File: src/rtl/dmni_mem_arbiter.sv
// rtl/dmni_mem_arbiter.sv - round-robin shared-memory arbiter for the DMNI requesters
// Optional per-grant burst limit: define DMNI_ARB_BURST_LIMIT_EN.

module dmni_mem_arbiter #(
  parameter int N_REQ     = 3,
  parameter int MAX_BURST = 16,
  localparam int OW       = (N_REQ > 1) ? $clog2(N_REQ) : 1
) (
  input  logic               clk_i,
  input  logic               rst_i,
  input  logic [N_REQ-1:0]   req_i,
  input  logic [N_REQ*4-1:0] we_i,
  input  logic [N_REQ*32-1:0] addr_i,
  input  logic [N_REQ*32-1:0] data_i,
  output logic [N_REQ-1:0]   gnt_o,
  output logic [N_REQ-1:0]   rvalid_o,
  output logic [31:0]        rdata_o,
  output logic [3:0]         mem_we_o,
  output logic [31:0]        mem_addr_o,
  output logic [31:0]        mem_data_o,
  input  logic [31:0]        mem_data_i,
  output logic [OW-1:0]      owner_o,
  output logic               busy_o
);

  typedef enum logic {IDLE, OWNED} state_t;

  state_t           state, state_n;
  logic [OW-1:0]    owner, owner_n;
  logic [OW-1:0]    last_owner, last_n;
  logic             rd_pend, rd_pend_n;
  logic [OW-1:0]    rd_idx;
  logic             beat;
  logic [N_REQ-1:0] others;

  logic [3:0]  we_arr   [N_REQ];
  logic [31:0] addr_arr [N_REQ];
  logic [31:0] data_arr [N_REQ];

`ifdef DMNI_ARB_BURST_LIMIT_EN
  localparam int BW = (MAX_BURST > 1) ? $clog2(MAX_BURST) : 1;
  logic [BW-1:0] beat_cnt, cnt_n;
`endif

  always_comb begin
    for (int k = 0; k < N_REQ; k++) begin
      we_arr[k]   = we_i[k*4 +: 4];
      addr_arr[k] = addr_i[k*32 +: 32];
      data_arr[k] = data_i[k*32 +: 32];
    end
  end

  // Walk from the farthest candidate to the nearest so the nearest one after 'last' wins.
  function automatic logic [OW-1:0] rr_pick(input logic [N_REQ-1:0] mask,
                                            input logic [OW-1:0]    last);
    logic [OW-1:0] pick;
    int            idx;
    pick = '0;
    for (int i = N_REQ; i >= 1; i--) begin
      idx = (int'(last) + i) % N_REQ;
      if (mask[OW'(idx)]) pick = OW'(idx);
    end
    return pick;
  endfunction

  always_comb begin
    state_n = state;
    owner_n = owner;
    last_n  = last_owner;
    beat    = 1'b0;
    others  = req_i;
    others[owner] = 1'b0;
`ifdef DMNI_ARB_BURST_LIMIT_EN
    cnt_n = beat_cnt;
`endif
    case (state)
      IDLE: begin
        if (|req_i) begin
          state_n = OWNED;
          owner_n = rr_pick(req_i, last_owner);
`ifdef DMNI_ARB_BURST_LIMIT_EN
          cnt_n = '0;
`endif
        end
      end
      OWNED: begin
        beat = req_i[owner];
        if (!beat) begin
          last_n = owner;
          if (|others) owner_n = rr_pick(others, owner);
          else         state_n = IDLE;
`ifdef DMNI_ARB_BURST_LIMIT_EN
          cnt_n = '0;
`endif
        end
`ifdef DMNI_ARB_BURST_LIMIT_EN
        else if (beat_cnt == BW'(MAX_BURST - 1)) begin
          // Last beat of the allowance: hand over only if someone else is waiting.
          cnt_n = '0;
          if (|others) begin
            last_n  = owner;
            owner_n = rr_pick(others, owner);
          end
        end else begin
          cnt_n = beat_cnt + 1'b1;
        end
`endif
      end
      default: state_n = IDLE;
    endcase
  end

  assign rd_pend_n = beat && (we_arr[owner] == 4'h0);

  always_ff @(posedge clk_i) begin
    if (rst_i) begin
      state      <= IDLE;
      owner      <= '0;
      last_owner <= OW'(N_REQ - 1);
      rd_pend    <= 1'b0;
      rd_idx     <= '0;
`ifdef DMNI_ARB_BURST_LIMIT_EN
      beat_cnt   <= '0;
`endif
    end else begin
      state      <= state_n;
      owner      <= owner_n;
      last_owner <= last_n;
      rd_pend    <= rd_pend_n;
      rd_idx     <= owner;
`ifdef DMNI_ARB_BURST_LIMIT_EN
      beat_cnt   <= cnt_n;
`endif
    end
  end

  // Outputs are forced to zero while reset is held, independent of register contents.
  always_comb begin
    gnt_o      = '0;
    rvalid_o   = '0;
    rdata_o    = '0;
    mem_we_o   = '0;
    mem_addr_o = '0;
    mem_data_o = '0;
    owner_o    = '0;
    busy_o     = 1'b0;
    if (!rst_i) begin
      busy_o  = (state == OWNED);
      owner_o = owner;
      if (beat) begin
        gnt_o[owner] = 1'b1;
        mem_we_o     = we_arr[owner];
        mem_addr_o   = addr_arr[owner];
        mem_data_o   = data_arr[owner];
      end
      if (rd_pend) begin
        rvalid_o[rd_idx] = 1'b1;
        rdata_o          = mem_data_i;
      end
    end
  end

endmodule
File: config.mk
export PLATFORM = sky130hd
export DESIGN_NAME = dmni_mem_arbiter
export DESIGN_NICKNAME = d
export VERILOG_FILES = /design/src/rtl/dmni_mem_arbiter.sv
export SDC_FILE = /design/constraint.sdc
export NUM_CORES = 1
export LEC_CHECK = 0
export ABC_CLOCK_PERIOD_IN_PS = 2100
export BUFFER_PORTS_ARGS = -buffer_cell sky130_fd_sc_hd__buf_2
export CORE_AREA = 3 3 137 139
export CTS_CLUSTER_DIAMETER = 60
export CTS_CLUSTER_SIZE = 30
export DETAILED_ROUTE_END_ITERATION = 6
export DIE_AREA = 0 0 140 142
export SETUP_SLACK_MARGIN = 0.15
export SLEW_MARGIN = 15
export SYNTH_ARGS = -nofsm -noshare
export SYNTH_HDL_FRONTEND = slang
export SYNTH_SLANG_ARGS = --single-unit
File: constraint.sdc
create_clock -name clk_i -period 2.1 [get_ports clk_i]
set_input_delay 0.315 -clock clk_i [delete_from_list [all_inputs] [get_ports clk_i]]
set_output_delay 0.315 -clock clk_i [all_outputs]
set_load 0.005 [all_outputs]
==> impl_table.tex <==
\begin{tabular}{lr}
\hline
Metric & Value \\
\hline
\multicolumn{2}{l}{\textbf{Routing}} \\
DRT iter0 DRCs & 144 \\
Routed wire length on met3 & $\sim$1200 um \\
Final WL & 16400 um \\
Routed length on met2 & roughly 8500 um \\
Topmost layer with routed signal wires & met4 \\
DRC violation count after routing & 0 \\
M1 WL & 6510 um \\
Number of nets still failing antenna checks after routing & 0 \\
Post-DR vias/cell & between 4 and 5 \\
Mean routed wirelength per cell & 16.2 um \\
Number of search-and-repair iterations in the first detailed-routing pass & 6 \\
Vias & $\sim$4400 \\
\multicolumn{2}{l}{\textbf{Clocking}} \\
Cell chosen for the clock root & clkbuf\_16 \\
Clock tree from TritonCTS & yes \\
CTS clk-pin slew, worst paths & about 0.04 ns \\
TritonCTS buffer count & 3 \\
Later-pin clock latency in the skew report & 0.24 ns \\
Maximum level of the CTS H-tree & 1 \\
Clk sinks & 8 \\
Maximum clock insertion buffer count & 2 \\
\multicolumn{2}{l}{\textbf{Worst setup path}} \\
Most Frequent Cell on Critical Path & clkbuf\_16 \\
Launching element of the worst setup path & owner[0] \\
Data arrival at the endpoint of the critical path & roughly 1.7 ns \\
Critical path type & flip-flop to primary output \\
Worst-path cell with the longest stage delay & dfxtp\_4 \\
CP Data Required Time & 1.78 ns \\
Critical-path maximum fanout & 22 \\
Start of the worst register-to-register path & owner[1] \\
CP Launch Type & flip-flop \\
Largest stage delay on the critical path & 0.37 ns \\
CP cell instances & buf\_6, clkbuf\_16, nor2b\_4, buf\_12, clkbuf\_16, a21oi\_2, nor2\_1, buf\_2 \\
Kind of capture point of the worst setup path & primary output \\
Setup slack of the worst register-to-register path & between 0.2 and 0.3 ns \\
\multicolumn{2}{l}{\textbf{Synthesis}} \\
Top cell types by occurrence after synthesis & nor2\_1, mux2i\_1, a21oi\_1 \\
Combined area of all synthesized cells & 2670 sq um \\
Mean area per synthesized cell & about 6.3 sq um \\
Synth area leaders & mux2i\_1, nor2\_1, a21oi\_1 \\
\#FFs+latches synth & 8 \\
Cell accounting for the most synthesized area & mux2i\_1 \\
Instance count of the mapped netlist & between 400 and 500 \\
Post-Syn Nets & 671 \\
Asr flop ratio synth & 0 \\
Most instantiated library cell after synthesis & nor2\_1 \\
Total number of yosys warnings & 0 \\
Main flop type after synthesis & dfxtp\_1 \\
Area share of the largest cell type after synthesis & 0.247 \\
Sequential area share after synthesis & 0.0600 \\
EDFF count, synth & 0 \\
Post-synth cell types & 45 \\
\multicolumn{2}{l}{\textbf{Outcome}} \\
Status & finished, final reports clean \\
\multicolumn{2}{l}{\textbf{Floorplan}} \\
Site row count & 49 \\
Area enclosed by the die boundary & 19900 sq um \\
Die X-Extent & 140 um \\
I/O pin total & 350 \\
Initial Utilization & 0.150 \\
Vert. Die Dim & roughly 140 um \\
Placeable core area & 17800 sq um \\
\multicolumn{2}{l}{\textbf{Layout}} \\
Post-layout utilization of the core & 0.308 \\
Share of layout cells above drive strength 1 & 0.582 \\
Post-layout net count & roughly 1000 \\
Number of diodes added for antenna fixing & 0 \\
Final std cell area, no fill & 5480 sq um \\
Area added between synthesis and finish & 105\% \\
\multicolumn{2}{l}{\textbf{Global route}} \\
Grt ovf & 0 \\
Pin count of the biggest net entering global routing & 45 \\
Aggregate global-route resource usage & 0.139 \\
Via count of the first global-routing pass & 4166 \\
Wire length of the first global-routing pass & 22200 um \\
Antenna violations before repair & 0 \\
\multicolumn{2}{l}{\textbf{STA}} \\
Final setup viols & 0 \\
Min Clock Period, post-route & $\sim$2.0 ns \\
Measured slew at the worst slew-check pin & 0.444 ns \\
Setup repair after global routing missed its margin & true \\
Fin. Hold Viols & 0 \\
Final period util & 0.965 \\
Maximum clock frequency & 494 MHz \\
Worst Skew & 0.0111 ns \\
Number of max-slew violations in the final report & 0 \\
Relative slew slack & 0.704 \\
\multicolumn{2}{l}{\textbf{Min path}} \\
Worst min-delay path startpoint & rst\_i \\
Min-Delay Path Class & input pin to flip-flop \\
\multicolumn{2}{l}{\textbf{Placement}} \\
Final weighted congestion in routability-driven placement & roughly 0.86 \\
Estimated wirelength of the detail-placed design & between 10000 and 15000 um \\
Number of buffers inserted by port buffering & 349 \\
Cell Area, Placed & 4730 sq um \\
\multicolumn{2}{l}{\textbf{Pwr}} \\
PD cells & 475 nW/um\^{}2 \\
Leakage power total & between 2 and 3 nW \\
Peak supply drop & 0.217 mV \\
\multicolumn{2}{l}{\textbf{Run}} \\
Max cap viols & 0 \\
\hline
\end{tabular}
-- path summary, 6_finish.rpt --
check,cells after the start,endpoint
hold / removal,2,owner[1]
setup / recovery,8,mem_addr_o[10]
setup reg to reg,7,owner[0]
hold reg to reg,2,last_owner[0]
-- worst max-delay path, delay by kind of cell (launching register included) --
| kind | cells | cell delay [ns] |
|---|---|---|
| flip-flops | 1 | 0.37 |
| AND/OR/NAND/NOR | 2 | 0.10 |
| AO/OA/AOI/OAI | 1 | 0.22 |
| buffers and inverters | 5 | 0.75 |
-- routing by layer --
metal	GRT usage	up-vias
met2	0.266	257
met1	0.164	2009
met4	0.0382	0
met3	0.0168	13
met5	0	-
li1	-	2162
-- power by group --
part,switching [W],internal (W),total [W]
Combinational,0.00102,0.00104,0.00206
Sequential,0.0000231,0.000174,0.000197
Clock,0.0000883,0.000254,0.000342
Total,0.00114,0.00146,0.00260
-- what timing repair did --
action,in CTS,in global routing
hold buffers,0,0
resized for setup,22,47
cloned,6,6
pin swaps,3,4
endpoints found under the setup margin,68,70
setup buffers,8,5
-- kinds of logic (layout without fill, tap and decap cells) --
| group | Yosys count | in the layout | share of synthesized area |
|---|---|---|---|
| muxes | 71 | 71 | 0.269 |
| and+or+nand+nor | 205 | 205 | 0.351 |
| DFF | 8 | 8 | 0.0600 |
| buffers and inverters | 42 | 404 | 0.0820 |
| adders and majority gates | 9 | 9 | 0.0422 |
| AOI/OAI and AO/OA | 86 | 86 | 0.195 |
-- sequential cells by signal, indices dropped and copies added (netlist names) --
register	flops
last_owner	2
owner	2
rd_idx	2
rd_pend	1
state	1
-- cell type report --
cell class / instances / area, sq um
clock buffers: 4 / 78.8
well taps: 229 / 287
flip-flops and latches: 8 / 168
multi-input cells: 371 / 2460
inverters: 7 / 26.3
repair buffers: 393 / 2460
fillers: 1943 / 12300
-- through the flow --
stage	TNS (ns)	power (W)	instances	setup WS (ns)	hold slack, ns
3_5_place_dp	0	0.00178	983	0.226	0.556
5_1_grt	-0.0190	0.00281	1012	-0.0173	0.449
6_report	0	0.00260	1012	0.0737	0.404
4_1_cts	0	0.00236	1001	0.0423	0.416
3_3_place_gp	0	0.00177	983	0.201	0.549
2_1_floorplan	0	0.00118	421	0.279	0.485
-- cell usage in the layout, fill, tap and decap left out, drive strengths merged, types with 4 or more instances in the layout --
| cell | instances |
|---|---|
| buf | 387 |
| nor2 | 145 |
| mux2i | 67 |
| a21oi | 64 |
| and2 | 32 |
| ha | 9 |
| clkbuf | 9 |
| dfxtp | 8 |
| inv | 6 |
| nor2b | 5 |
| mux2 | 4 |
| a22oi | 4 |
No activity file was read; power rests on OpenSTA's default activity.
